[src/rtl/dmem_arbiter_pkg.sv]
// Shared types and default constants for the data-memory arbiter.
// Imported by the winner-select helper and by the arbiter top.
package dmem_arbiter_pkg;

  typedef enum logic [1:0] {
    IDLE = 2'd0,
    ACC  = 2'd1,
    RESP = 2'd2
  } arb_state_t;

  typedef enum logic {
    OWN_CPU = 1'b0,
    OWN_DMA = 1'b1
  } arb_owner_t;

  localparam int unsigned WAIT_CYCLES_DEF = 1;
  localparam int unsigned MAX_BURST_DEF   = 4;
  // Wide enough for both the wait counter and the burst counter (max 15).
  localparam int unsigned CNT_W           = 4;

endpackage

[src/rtl/dmem_arbiter_pick.sv]
// Combinational two-way winner select: locked DMA burst first, then a single
// requester, then round-robin against the last owner.
module rr_pick2
  import dmem_arbiter_pkg::*;
(
  input  logic [1:0] req_i,       // [0] = CPU, [1] = DMA
  input  arb_owner_t last_i,
  input  logic       lock_i,
  input  logic       burst_ok_i,
  output logic       valid_o,
  output arb_owner_t winner_o,
  output logic       locked_o
);

  always_comb begin
    // NOTE: every output gets a default before the branches, so no latch is inferred.
    winner_o = OWN_CPU;
    valid_o  = |req_i;
    locked_o = (last_i == OWN_DMA) && lock_i && req_i[1] && (burst_ok_i || !req_i[0]);

    if (locked_o) begin
      winner_o = OWN_DMA;
    end else if (req_i == 2'b10) begin
      winner_o = OWN_DMA;
    end else if (req_i == 2'b11) begin
      winner_o = (last_i == OWN_CPU) ? OWN_DMA : OWN_CPU;
    end
  end

endmodule

[src/rtl/dmem_arbiter.sv]
// Single-port data memory arbiter between the CPU load/store path and a DMA
// engine: grant in IDLE, WAIT_CYCLES of memory enable, then a done pulse.
module dmem_arbiter
  import dmem_arbiter_pkg::*;
#(
  parameter int unsigned AW          = 16,
  parameter int unsigned DW          = 16,
  parameter int unsigned WAIT_CYCLES = WAIT_CYCLES_DEF,
  parameter int unsigned MAX_BURST   = MAX_BURST_DEF
) (
  input  logic          clk,
  input  logic          rst,
  input  logic          cpu_req_in,
  input  logic          cpu_we_in,
  input  logic [AW-1:0] cpu_addr_in,
  input  logic [DW-1:0] cpu_wdata_in,
  output logic          cpu_gnt_out,
  output logic          cpu_done_out,
  output logic [DW-1:0] cpu_rdata_out,
  input  logic          dma_req_in,
  input  logic          dma_we_in,
  input  logic          dma_lock_in,
  input  logic [AW-1:0] dma_addr_in,
  input  logic [DW-1:0] dma_wdata_in,
  output logic          dma_gnt_out,
  output logic          dma_done_out,
  output logic [DW-1:0] dma_rdata_out,
  output logic          mem_en_out,
  output logic          mem_wen_out,
  output logic [AW-1:0] mem_addr_out,
  output logic [DW-1:0] mem_wdata_out,
  input  logic [DW-1:0] mem_rdata_in
);

  localparam logic [CNT_W-1:0] WaitLast = CNT_W'(WAIT_CYCLES - 1);
  localparam logic [CNT_W-1:0] MaxBurst = CNT_W'(MAX_BURST);

  arb_state_t       state_q;
  arb_owner_t       last_q, owner_q;
  logic [CNT_W-1:0] burst_q, burst_d, wait_q;
  logic             we_q;
  logic [AW-1:0]    addr_q;
  logic [DW-1:0]    wdata_q;

  logic       pick_valid, pick_locked, burst_ok;
  arb_owner_t pick_winner;
  logic       grant, in_acc, in_resp;

  assign burst_ok = (burst_q < MaxBurst);

  rr_pick2 u_pick (
    .req_i      ({dma_req_in, cpu_req_in}),
    .last_i     (last_q),
    .lock_i     (dma_lock_in),
    .burst_ok_i (burst_ok),
    .valid_o    (pick_valid),
    .winner_o   (pick_winner),
    .locked_o   (pick_locked)
  );

  // Burst count only moves on a grant; an unlocked-rule DMA win with lock held keeps it.
  always_comb begin
    burst_d = burst_q;
    if (pick_locked) begin
      burst_d = (burst_q == MaxBurst) ? burst_q : burst_q + 1'b1;
    end else if (pick_winner == OWN_CPU || !dma_lock_in) begin
      burst_d = '0;
    end
  end

  always_ff @(posedge clk) begin
    if (rst) begin
      state_q <= IDLE;
      last_q  <= OWN_DMA;
      owner_q <= OWN_CPU;
      burst_q <= '0;
      wait_q  <= '0;
      we_q    <= 1'b0;
      addr_q  <= '0;
      wdata_q <= '0;
    end else begin
      // NOTE: sequential state uses non-blocking assignments only.
      case (state_q)
        IDLE: begin
          if (pick_valid) begin
            owner_q <= pick_winner;
            we_q    <= (pick_winner == OWN_DMA) ? dma_we_in    : cpu_we_in;
            addr_q  <= (pick_winner == OWN_DMA) ? dma_addr_in  : cpu_addr_in;
            wdata_q <= (pick_winner == OWN_DMA) ? dma_wdata_in : cpu_wdata_in;
            burst_q <= burst_d;
            wait_q  <= '0;
            state_q <= ACC;
          end
        end
        ACC: begin
          if (wait_q == WaitLast) state_q <= RESP;
          else                    wait_q  <= wait_q + 1'b1;
        end
        RESP: begin
          last_q  <= owner_q;
          state_q <= IDLE;
        end
        default: state_q <= IDLE;
      endcase
    end
  end

  // Outputs are forced quiet while reset is asserted.
  assign grant   = !rst && (state_q == IDLE) && pick_valid;
  assign in_acc  = !rst && (state_q == ACC);
  assign in_resp = !rst && (state_q == RESP);

  assign cpu_gnt_out   = grant && (pick_winner == OWN_CPU);
  assign dma_gnt_out   = grant && (pick_winner == OWN_DMA);
  assign cpu_done_out  = in_resp && (owner_q == OWN_CPU);
  assign dma_done_out  = in_resp && (owner_q == OWN_DMA);
  assign cpu_rdata_out = (cpu_done_out && !we_q) ? mem_rdata_in : '0;
  assign dma_rdata_out = (dma_done_out && !we_q) ? mem_rdata_in : '0;

  assign mem_en_out    = in_acc;
  assign mem_wen_out   = in_acc ? ~we_q : 1'b1;
  assign mem_addr_out  = in_acc ? addr_q  : '0;
  assign mem_wdata_out = in_acc ? wdata_q : '0;

endmodule

[config.mk]
export PLATFORM = sky130hd
export DESIGN_NAME = dmem_arbiter
export DESIGN_NICKNAME = d
export VERILOG_FILES = /design/src/rtl/dmem_arbiter_pkg.sv /design/src/rtl/dmem_arbiter_pick.sv /design/src/rtl/dmem_arbiter.sv
export SDC_FILE = /design/constraint.sdc
export NUM_CORES = 1
export LEC_CHECK = 0
export BUFFER_PORTS_ARGS = -buffer_cell sky130_fd_sc_hd__buf_2
export CAP_MARGIN = 0
export CORE_MARGIN = 3
export CORE_UTILIZATION = 30
export CTS_CLUSTER_SIZE = 10
export DETAILED_ROUTE_END_ITERATION = 6
export GPL_ROUTABILITY_DRIVEN = 0
export MAX_ROUTING_LAYER = met4
export PLACE_DENSITY = 0.61
export SLEW_MARGIN = 20
export SYNTH_ARGS = -nofsm -noshare
export SYNTH_HDL_FRONTEND = slang
export SYNTH_SLANG_ARGS = --single-unit
[constraint.sdc]
create_clock -name clk -period 3.12 [get_ports clk]
set_input_delay 0.156 -clock clk [delete_from_list [all_inputs] [get_ports clk]]
set_output_delay 0.156 -clock clk [all_outputs]
set_load 0.02 [all_outputs]
==> flow_summary.toml <==
[power_and_ir_drop]
switching_share = 0.3391
p_per_area_nw_per_um2 = 392.6
intPower_w = 0.0009544
pwr-share-clk = 0.260
seq_power_share = 0.461
irDropWorstVdd_mv = 0.2001
power.net_switching_w = 0.0004897
p_comb_frac = 0.278
power_w = 0.001444
p_leak_nw = 1.704

[sta]
slew_violations = 0
max_freq_mhz = 469.1
fin_crit_ps = 2132
setup_viol = 0
finalHoldViolations = 0
grt_setup_unrepaired = "false"
period_share = 0.6832
slew_headroom = 0.3794
worst_slew_pin_slew_ps = 923.1
setup_ws_ps = 988.5
clock-skew-final_ps = 11.07
fin_tns_setup_ps = 0

[yosys]
synth_area_leader_cell = "dfxtp_1"
synth_area_um2 = 2774
synth_area_leaders = "dfxtp_1, and2_1, nor4_2"
synth_fp_nets = 433
netlist_instances = 342
synth_seq_area_share = 0.3248
yosysTopAreaCellShare = 0.3248
yosysUniqueCellTypes = 37
syn_area_per_cell_um2 = 8.111
ys_seq_elements = 45
ys_warn_count = 0

[floorplan]
boundaryPins = 157
initial_core_util = 0.3135
die_area_um2 = 10440
die_h_um = 102.2
die_w_um = 102.2
row_count = 34
core_um2 = 8848

[placement]
dp_slack_ps = 1115
post-dp-hpwl_um = 5769
io_buffers = 156
postPlaceCellArea_um2 = 3588

[detailed_routing]
wl_met1_um = 3356
viasPerCell = 4.904
detailroute.wirelength.met2_um = 3994
detailedRoute.firstIterationViolations = 70
route.detailed.wl_per_inst_um = 13.48
num_vias = 2898
drc_errors = 0
dr_wl_met3_um = 556
top_layer = "met4"
postRouteAntennaNets = 0
drtPass1Iterations = 4
wirelength_um = 7965

[global_route]
track_usage = 0.1505
overflow = 0
grt_antenna_before_repair = 0
grt_start_max_net_pins = 46
grt_pass1_vias = 2689
grt_pass1_wl_um = 12450

[cells_and_area]
fin_area_um2 = 3679
multi_input_area_um2 = 1699
nFillCells = 923
diodes = 0
regArea_um2 = 900.9
layout_commonest_cell = "buf_2"
area_growth_pct = 32.61
layout_common_cells = "buf_2, nor3_1, and2_1"
finalNetCount = 573
drive_above_1_share = 0.4286

[clock_network]
cts_setup_buffers = 0
post_cts_resized = 0
clock-sinks = 45
clock_tree.root_cell = "clkbuf_8"
cts_buffers = 5
clock_insertion_delay_worst_skew_ps = 310
cts_hold_buf = 0
cts_tree = "yes"
clk_pin_slew_worst_paths_ps = 90
htree_levels = 2
clk_path_buf_depth = 2

[setup_path]
crit_start = "state_q[0]$_SDFFE_PP0P_"
cp-endpoint = "cpu_rdata_out[4]"
r2r_slack_ps = 1120
r2r_cells = 5
worstPathArrival_ps = 1980
path_max_fanout = 16
reg2reg_to = "addr_q[0]$_SDFFE_PP0P_"
end_kind = "primary output"
crit_chain = "nand2b_1 -> nor4_2 -> and2_1 -> buf_2"
critPathMaxStageDelay_ps = 720
crit_path_start_kind = "flip-flop"
rr_startpoint = "burst_q[2]$_SDFFE_PP0P_"
slowest_stage = "nor4_2"
critical_path_class = "flip-flop to primary output"
required_ps = 2960

[min_path]
hp-start = "dma_wdata_in[15]"
hp-class = "input port to flip-flop"

[run]
maxCapViolations = 0

[outcome]
status = "finished clean"
per-layer routing:
metal	vias to the layer above	GRT usage
met3	7	0.02730
met2	110	0.2774
li1	1467	-
met5	-	-
met1	1314	0.1707
met4	0	0.02725
final cells by class:
cell class,instances,share of cell area
clock buffer,5,0.01871
inverter,4,0.004082
multi-input combinational,264,0.4619
clock inverter,3,0.005782
tap,108,0.03673
timing repair buffer,162,0.2279
sequential,45,0.2449
power by group through the flow:
stage | combinational, W | clock [W] | sequential [W]
after floorplan | 0.000288 | 0 | 0.000672
after global placement | 0.000399 | 0 | 0.000678
after detailed placement | 0.000405 | 0 | 0.000681
after CTS | 0.000406 | 0.000395 | 0.000667
after global routing | 0.000450 | 0.000414 | 0.000676
final | 0.000402 | 0.000376 | 0.000666
worst max-delay path, delay by kind of cell, from the launching register on:
| kind | cells | cell delay [ps] |
|---|---|---|
| flops | 1 | 330 |
| buf+inv | 1 | 160 |
| simple gates | 3 | 1180 |
flip-flops by register name, summed over array words and instances (netlist names):
register,flops
wdata_q,16
burst_q,4
owner_q,1
wait_q,4
we_q,1
state_q,2
addr_q,16
last_q,1
worst min-delay path by stage:
stage / endpoint / slack, ps / cells past startpoint
4_1_cts: addr_q[2]$_SDFFE_PP0P_ / 200 / 3
3_5_place_dp: wdata_q[2]$_SDFFE_PP0P_ / 480 / 2
3_3_place_gp: wait_q[3]$_SDFFE_PP0P_ / 470 / 2
6_report: wdata_q[15]$_SDFFE_PP0P_ / 200 / 3
2_1_floorplan: dma_done_out / 370 / 1
5_1_grt: wdata_q[11]$_SDFFE_PP0P_ / 220 / 3
cells in the mapped netlist:
cell type	n
nor2b_1	1
a21boi_1	1
nand4b_1	2
a31oi_1	2
nand4bb_1	1
buf_6	4
a2bb2oi_2	1
nand2b_1	4
nor3b_1	1
nand2_1	8
o21a_1	1
nor2_1	36
a21oi_1	6
buf_2	12
nor3b_2	2
ha_1	4
and2_1	66
o21ai_0	7
nor4_1	5
o21ai_2	1
nand3b_1	3
or2_4	1
nor3_1	69
buf_1	1
nor4_2	29
inv_1	4
clkbuf_1	10
nand3_1	3
buf_4	2
dfxtp_1	45
and4_1	1
mux2i_1	2
and2b_1	1
nand4_1	2
or3_1	2
nor2_2	1
nand2_2	1
logic make-up after synthesis:
group           count (synthesis)  synth area share
simple gates                  239            0.5444
flops                          45            0.3248
buf+inv                        33           0.06360
compound gates                 19           0.04195
fa+ha+maj                       4           0.01804
mux                             2          0.007217
through the flow:
step                hold slack (ps)  utilization  std cells
global route                  216.8       0.4157        591
detailed placement            481.0       0.4055        583
finish                        201.4       0.4157        591
floorplan                     365.8            -        342
CTS                           195.4       0.4157        591
global placement              467.4       0.4055        583
Note: power is estimated with default switching activity, not from simulation.
